==> config.mk <==
export PLATFORM = sky130hd
export DESIGN_NAME = gemm_c_tile_writeback
export DESIGN_NICKNAME = d
export VERILOG_FILES = /design/src/rtl/gemm_c_tile_writeback.sv
export SDC_FILE = /design/constraint.sdc
export NUM_CORES = 1
export LEC_CHECK = 0
export ABC_AREA = 1
export BUFFER_PORTS_ARGS = -buffer_cell sky130_fd_sc_hd__buf_2
export CORE_UTILIZATION = 25
export CTS_CLUSTER_SIZE = 28
export DETAILED_ROUTE_END_ITERATION = 10
export PLACE_DENSITY = 0.47
export SYNTH_ARGS = -nofsm -noshare
export SYNTH_HDL_FRONTEND = slang
export SYNTH_SLANG_ARGS = --single-unit
==> constraint.sdc <==
create_clock -name clk_i -period 64.4 [get_ports clk_i]
set_input_delay 3.22 -clock clk_i [delete_from_list [all_inputs] [get_ports clk_i]]
set_output_delay 3.22 -clock clk_i [all_outputs]
set_load 0.01 [all_outputs]
==> src/rtl/gemm_c_tile_writeback.sv <==
// Buffers completed GeMM output tiles and streams them element by element,
// row-major, onto a back-pressured word-wide write port toward SRAM C.
module gemm_c_tile_writeback #(
  parameter int unsigned OutDataWidth  = 32,
  parameter int unsigned M             = 4,
  parameter int unsigned N             = 4,
  parameter int unsigned AddrWidth     = 16,
  parameter int unsigned SizeAddrWidth = 8,
  parameter int unsigned Depth         = 2
) (
  input  logic                            clk_i,
  input  logic                            rst_i,
  input  logic                            tile_valid_i,
  input  logic [SizeAddrWidth-1:0]        tile_row_i,
  input  logic [SizeAddrWidth-1:0]        tile_col_i,
  input  logic [OutDataWidth*M*N-1:0]     tile_data_i,
  input  logic [SizeAddrWidth-1:0]        N_size_i,
  output logic                            tile_ready_o,
  output logic                            out_valid_o,
  input  logic                            out_ready_i,
  output logic [AddrWidth-1:0]            out_addr_o,
  output logic [OutDataWidth-1:0]         out_data_o,
  output logic [$clog2(Depth+1)-1:0]      tiles_pending_o,
  output logic                            busy_o,
  output logic                            overflow_o
);

  localparam int unsigned TileWidth = OutDataWidth * M * N;
  localparam int unsigned CntWidth  = $clog2(Depth + 1);
  localparam int unsigned PtrWidth  = (Depth > 1) ? $clog2(Depth) : 1;
  localparam int unsigned MW        = (M > 1) ? $clog2(M) : 1;
  localparam int unsigned NW        = (N > 1) ? $clog2(N) : 1;
  localparam int unsigned EW        = (M * N > 1) ? $clog2(M * N) : 1;

  typedef enum logic {Idle, Drain} state_e;

  state_e                   state_q, state_d;
  logic [CntWidth-1:0]      count_q, count_d;
  logic [PtrWidth-1:0]      wrPtr_q, wrPtr_d, rdPtr_q, rdPtr_d;
  logic [MW-1:0]            mIdx_q, mIdx_d;
  logic [NW-1:0]            nIdx_q, nIdx_d;
  logic                     overflow_q, overflow_d;

  logic [TileWidth-1:0]     tileMem [Depth];
  logic [SizeAddrWidth-1:0] rowMem  [Depth];
  logic [SizeAddrWidth-1:0] colMem  [Depth];

  logic push, handshake, lastElem, pop;

  function automatic logic [PtrWidth-1:0] nextPtr(input logic [PtrWidth-1:0] p);
    return (p == PtrWidth'(Depth - 1)) ? '0 : p + PtrWidth'(1);
  endfunction

  assign tile_ready_o = (count_q < CntWidth'(Depth));
  assign push         = tile_valid_i && tile_ready_o;
  assign out_valid_o  = (state_q == Drain);
  assign handshake    = out_valid_o && out_ready_i;
  assign lastElem     = (mIdx_q == MW'(M - 1)) && (nIdx_q == NW'(N - 1));
  assign pop          = handshake && lastElem;

  always_comb begin
    state_d    = state_q;
    count_d    = count_q;
    wrPtr_d    = wrPtr_q;
    rdPtr_d    = rdPtr_q;
    mIdx_d     = mIdx_q;
    nIdx_d     = nIdx_q;
    overflow_d = overflow_q | (tile_valid_i && !tile_ready_o);

    if (push) wrPtr_d = nextPtr(wrPtr_q);
    if (pop)  rdPtr_d = nextPtr(rdPtr_q);
    if (push && !pop)      count_d = count_q + CntWidth'(1);
    else if (pop && !push) count_d = count_q - CntWidth'(1);

    // A same-cycle push keeps the drain going into the next tile without a bubble
    case (state_q)
      Idle: begin
        if (push) begin
          state_d = Drain;
          mIdx_d  = '0;
          nIdx_d  = '0;
        end
      end
      Drain: begin
        if (handshake) begin
          if (nIdx_q == NW'(N - 1)) begin
            nIdx_d = '0;
            if (mIdx_q == MW'(M - 1)) begin
              mIdx_d = '0;
              if (count_q == CntWidth'(1) && !push) state_d = Idle;
            end else begin
              mIdx_d = mIdx_q + MW'(1);
            end
          end else begin
            nIdx_d = nIdx_q + NW'(1);
          end
        end
      end
      default: state_d = Idle;
    endcase
  end

  always_ff @(posedge clk_i) begin
    if (rst_i) begin
      state_q    <= Idle;
      count_q    <= '0;
      wrPtr_q    <= '0;
      rdPtr_q    <= '0;
      mIdx_q     <= '0;
      nIdx_q     <= '0;
      overflow_q <= 1'b0;
    end else begin
      state_q    <= state_d;
      count_q    <= count_d;
      wrPtr_q    <= wrPtr_d;
      rdPtr_q    <= rdPtr_d;
      mIdx_q     <= mIdx_d;
      nIdx_q     <= nIdx_d;
      overflow_q <= overflow_d;
    end
  end

  // Payload storage needs no reset; occupancy is tracked by count_q alone
  always_ff @(posedge clk_i) begin
    if (push) begin
      tileMem[wrPtr_q] <= tile_data_i;
      rowMem[wrPtr_q]  <= tile_row_i;
      colMem[wrPtr_q]  <= tile_col_i;
    end
  end

  logic [TileWidth-1:0]    headTile;
  logic [OutDataWidth-1:0] headElems [M*N];
  logic [EW-1:0]           elemIdx;
  logic [AddrWidth-1:0]    rowAbs, elemAddr;

  assign headTile = tileMem[rdPtr_q];

  for (genvar e = 0; e < M * N; e++) begin : gElem
    assign headElems[e] = headTile[e*OutDataWidth +: OutDataWidth];
  end

  assign elemIdx  = EW'(mIdx_q) * EW'(N) + EW'(nIdx_q);
  assign rowAbs   = AddrWidth'(rowMem[rdPtr_q]) * AddrWidth'(M) + AddrWidth'(mIdx_q);
  assign elemAddr = rowAbs * AddrWidth'(N_size_i)
                  + AddrWidth'(colMem[rdPtr_q]) * AddrWidth'(N) + AddrWidth'(nIdx_q);

  assign out_addr_o      = out_valid_o ? elemAddr : '0;
  assign out_data_o      = out_valid_o ? headElems[elemIdx] : '0;
  assign tiles_pending_o = count_q;
  assign busy_o          = (count_q != '0);
  assign overflow_o      = overflow_q;

endmodule

==> summary.md <==
| Metric | Value |
|---|---|
| Run status | `finished clean` |
| Final hold vios | `0` |
| CTS tree | `yes` |
| Power Density | `31.70 nW/um^2` |
| FF+latch area | `between 30000 and 40000 sq um` |
| Final Slew Violations | `0` |
| Area of placed instances | `50660 sq um` |
| Area growth syn-to-layout | `19.51%` |
| CTS Buffer Depth | `3` |
| Most common flop cell mapped by yosys | `edfxtp_1` |
| Slew of the pin with the lowest slew margin | `approximately 0.99 ns` |
| Min Tclk post-route | `10.41 ns` |
| Via density | `4.519` |
| Initial Util | `0.2518` |
| Num ports | `594` |
| Worst Skew | `0.02650 ns` |
| Vias in the first global route | `29680` |
| Crit path launch | `N_size_i[2]` |
| Wirelength per Cell | `22.74 um` |
| GP Congestion | `0.8140` |
| Unrepaired setup endpoints after global routing | `false` |
| Worst EP arrival | `7.19 ns` |
| Worst Path Max Fanout | `7` |
| Die Outline Area | `184000 sq um` |
| Crit Path Category | `in2out` |
| Routed Antenna Nets | `0` |
| Post-CTS Hold Fix Bufs | `0` |
| R2r setup slk | `a little under 60 ns` |
| Final Cell Area | `around 54000 sq um` |
| HPWL after DPL | `104.5 mm` |
| Ys async rst share | `0` |
| Worst-Skew Late Latency | `0.75 ns` |
| Post-synthesis sequential area ratio | `0.7008` |
| Setup Fix Bufs, Post-CTS | `0` |
| Warnings from Yosys | `0` |
| DRC viols | `0` |
| Clk pin slew, worst setup/hold paths | `0.06 ns` |
| Via count | `31180` |
| Core area | `around 180000 sq um` |
| Die Width | `around 430 um` |
| Pin count of the biggest net entering global routing | `158` |
| Setup TNS | `0 ns` |
| Pre-Repair DR Iteration Count | `7` |
| Iteration-0 DRC Markers | `2144` |
| Crit. End Element | `output port` |
| CTS H-tree lvls | `3` |
| Reg2reg path depth | `7` |
| Hold WC Path Type | `reg2reg` |
| Filler cell count | `between 15000 and 20000` |
| # nets final | `5016` |
| Global-route usage over all layers | `0.1658` |
| Site Rows | `156` |
| Period utilisation layout | `0.1617` |
| Die Ht | `428.9 um` |
| Max Cap Viol | `0` |
| Area occupied by multi-input gates | `11700 sq um` |
| Max VDD drop | `0.00002066 V` |
| Final setup vio count | `0` |
| Post-Syn Area | `45560 sq um` |
| Clk root buf | `clkbuf_16` |
| # port buffers | `just under 600` |
| Leak Pwr | `20.64 nW` |
| Initial antenna violation count | `163` |
| Clock Sink Count | `1067` |
| Number of library cell types mapped by synthesis | `38` |
| Number of synthesized flops with an enable pin | `approximately 1100` |
| Share of layout cells above drive strength 1 | `0.1826` |
| Number of CTS-inserted buffers | `around 120` |
| Maximum clock frequency | `96.03 MHz` |
| Total congestion overflow | `0` |
| Avg Inst Size Synth | `11.81 sq um` |
| CP Capture Point | `out_addr_o[15]` |
| Slew HR | `0.3381` |
| Final WL | `156.9 mm` |
| Mapped Cells | `between 3000 and 4000` |
| Critical Path RT | `roughly 60 ns` |
| First-pass GRT wire length | `219.5 mm` |
| Resized cells post-CTS | `0` |
| Final hold slack | `0.4625 ns` |
| Worst setup SP type | `input port` |
| R2R Path End | `tileMem[0][315]` |
| Flop and latch count out of synthesis | `1067` |
| Syn nets | `4490` |
| R2R Path Start | `tiles_pending_o[1]` |
layer usage:
| metal | global-route usage | vias up | wire [um] |
|---|---|---|---|
| met2 | 0.2984 | 882 | 80600 |
| met4 | 0.06369 | 60 | 6677 |
| met3 | 0.03060 | 442 | 7164 |
| met1 | 0.1942 | 15200 | 62060 |
| met5 | 0 | - | 357 |
| li1 | - | 14590 | - |
report_power, final:
part / internal [W] / leakage [nW] / switching (W)
Sequential: 0.000824 / 9.91 / 0.0000117
Clock: 0.000369 / 1.79 / 0.000279
Combinational: 0.0000765 / 8.93 / 0.000165
Total: 0.00127 / 20.6 / 0.000456
cell usage in the layout (no fill, tap or decap), types with 5 or more instances in the layout:
| cell | synthesis | final |
|---|---|---|
| edfxtp_1 | 1056 | 1056 |
| nand2_1 | 1035 | 1035 |
| buf_2 | 86 | 593 |
| nand3_1 | 516 | 516 |
| nor2_1 | 279 | 277 |
| inv_1 | 168 | 168 |
| a21oi_1 | 168 | 168 |
| o21ai_0 | 135 | 135 |
| clkbuf_16 | 0 | 121 |
| fa_1 | 57 | 57 |
| o21ai_1 | 49 | 49 |
| diode_2 | 0 | 45 |
| clkinv_1 | 1 | 40 |
| buf_4 | 32 | 38 |
| ha_1 | 36 | 36 |
| o22ai_1 | 32 | 32 |
| o31ai_1 | 32 | 32 |
| clkbuf_1 | 68 | 24 |
| clkinv_2 | 0 | 18 |
| mux2i_1 | 8 | 8 |
| o211ai_1 | 7 | 7 |
| bufinv_16 | 0 | 7 |
| or2_2 | 6 | 6 |
| o21ai_2 | 6 | 6 |
| dfxtp_1 | 11 | 5 |
| buf_12 | 1 | 5 |
cell families (layout without fill, tap and decap cells):
group / Yosys count / after routing / share of synthesized area
buf+inv: 403 / 1030 / 0.04273
other cells: 0 / 45 / 0
simple gates: 1839 / 1839 / 0.1661
compound gates: 442 / 442 / 0.05272
mux: 8 / 8 / 0.001758
fa+ha+maj: 93 / 93 / 0.03493
xor+xnor: 5 / 5 / 0.0009613
flops: 1067 / 1067 / 0.7008
cell type report:
class,instances,area share
flip-flops and latches,1067,0.5867
well taps,2370,0.05446
clock inverters,77,0.01039
clock buffers,145,0.05726
repair buffers,636,0.06158
multi-input cells,2387,0.2149
inverters,172,0.01266
diodes,45,0.002068
synth_stat cells, types with 36 or more instances:
master,instances,area (sq um)
fa_1,57,1141
a21oi_1,168,840.8
nand2_1,1035,3885
o21ai_0,135,675.7
o21ai_1,49,245.2
edfxtp_1,1056,31710
nand3_1,516,2582
ha_1,36,450.4
clkbuf_1,68,255.2
inv_1,168,630.6
buf_2,86,430.4
nor2_1,279,1047
how the worst min path moves through the flow:
stage	startpoint	endpoint	slack, ns	cells past startpoint
6_report	overflow_o	overflow_o	0.46	2
5_1_grt	overflow_o	overflow_o	0.52	2
4_1_cts	overflow_o	overflow_o	0.47	2
3_5_place_dp	overflow_o	overflow_o	0.45	2
3_3_place_gp	overflow_o	overflow_o	0.45	2
2_1_floorplan	rdPtr_q	register	0.46	1
per-stage QoR:
stage	setup WS, ns	cells	total power, W	util
floorplan	37.78	3857	0.001043	-
global placement	53.95	6632	0.001097	0.2800
detailed placement	53.99	6632	0.001097	0.2800
CTS	53.98	6854	0.001751	0.3003
global route	53.75	6876	0.001802	0.3006
finish	53.99	6899	0.001726	0.3010
worst max-delay path, cell delays in order:
cell	delay, ns
buf_2	0.15
inv_1	0.23
nor2_1	0.11
fa_1	0.46
fa_1	0.49
inv_1	0.06
fa_1	0.50
fa_1	0.49
inv_1	0.04
ha_1	0.34
nand2_1	0.09
o21ai_0	0.42
nand3_1	0.13
nand3_1	0.14
nand3_1	0.09
nand2_1	0.06
nor2_1	0.04
buf_2	0.13
flip-flops by register name (all words and copies together) (netlist names), named ones only:
| name | cells |
|---|---|
| nIdx_q | 2 |
| mIdx_q | 2 |
| rowMem | 16 |
| tiles_pending_o | 2 |
| colMem | 16 |
| rdPtr_q | 1 |
| out_valid_o | 1 |
| wrPtr_q | 1 |
| tileMem | 1024 |
| overflow_o | 1 |
Power figures use the tool's default switching activity.
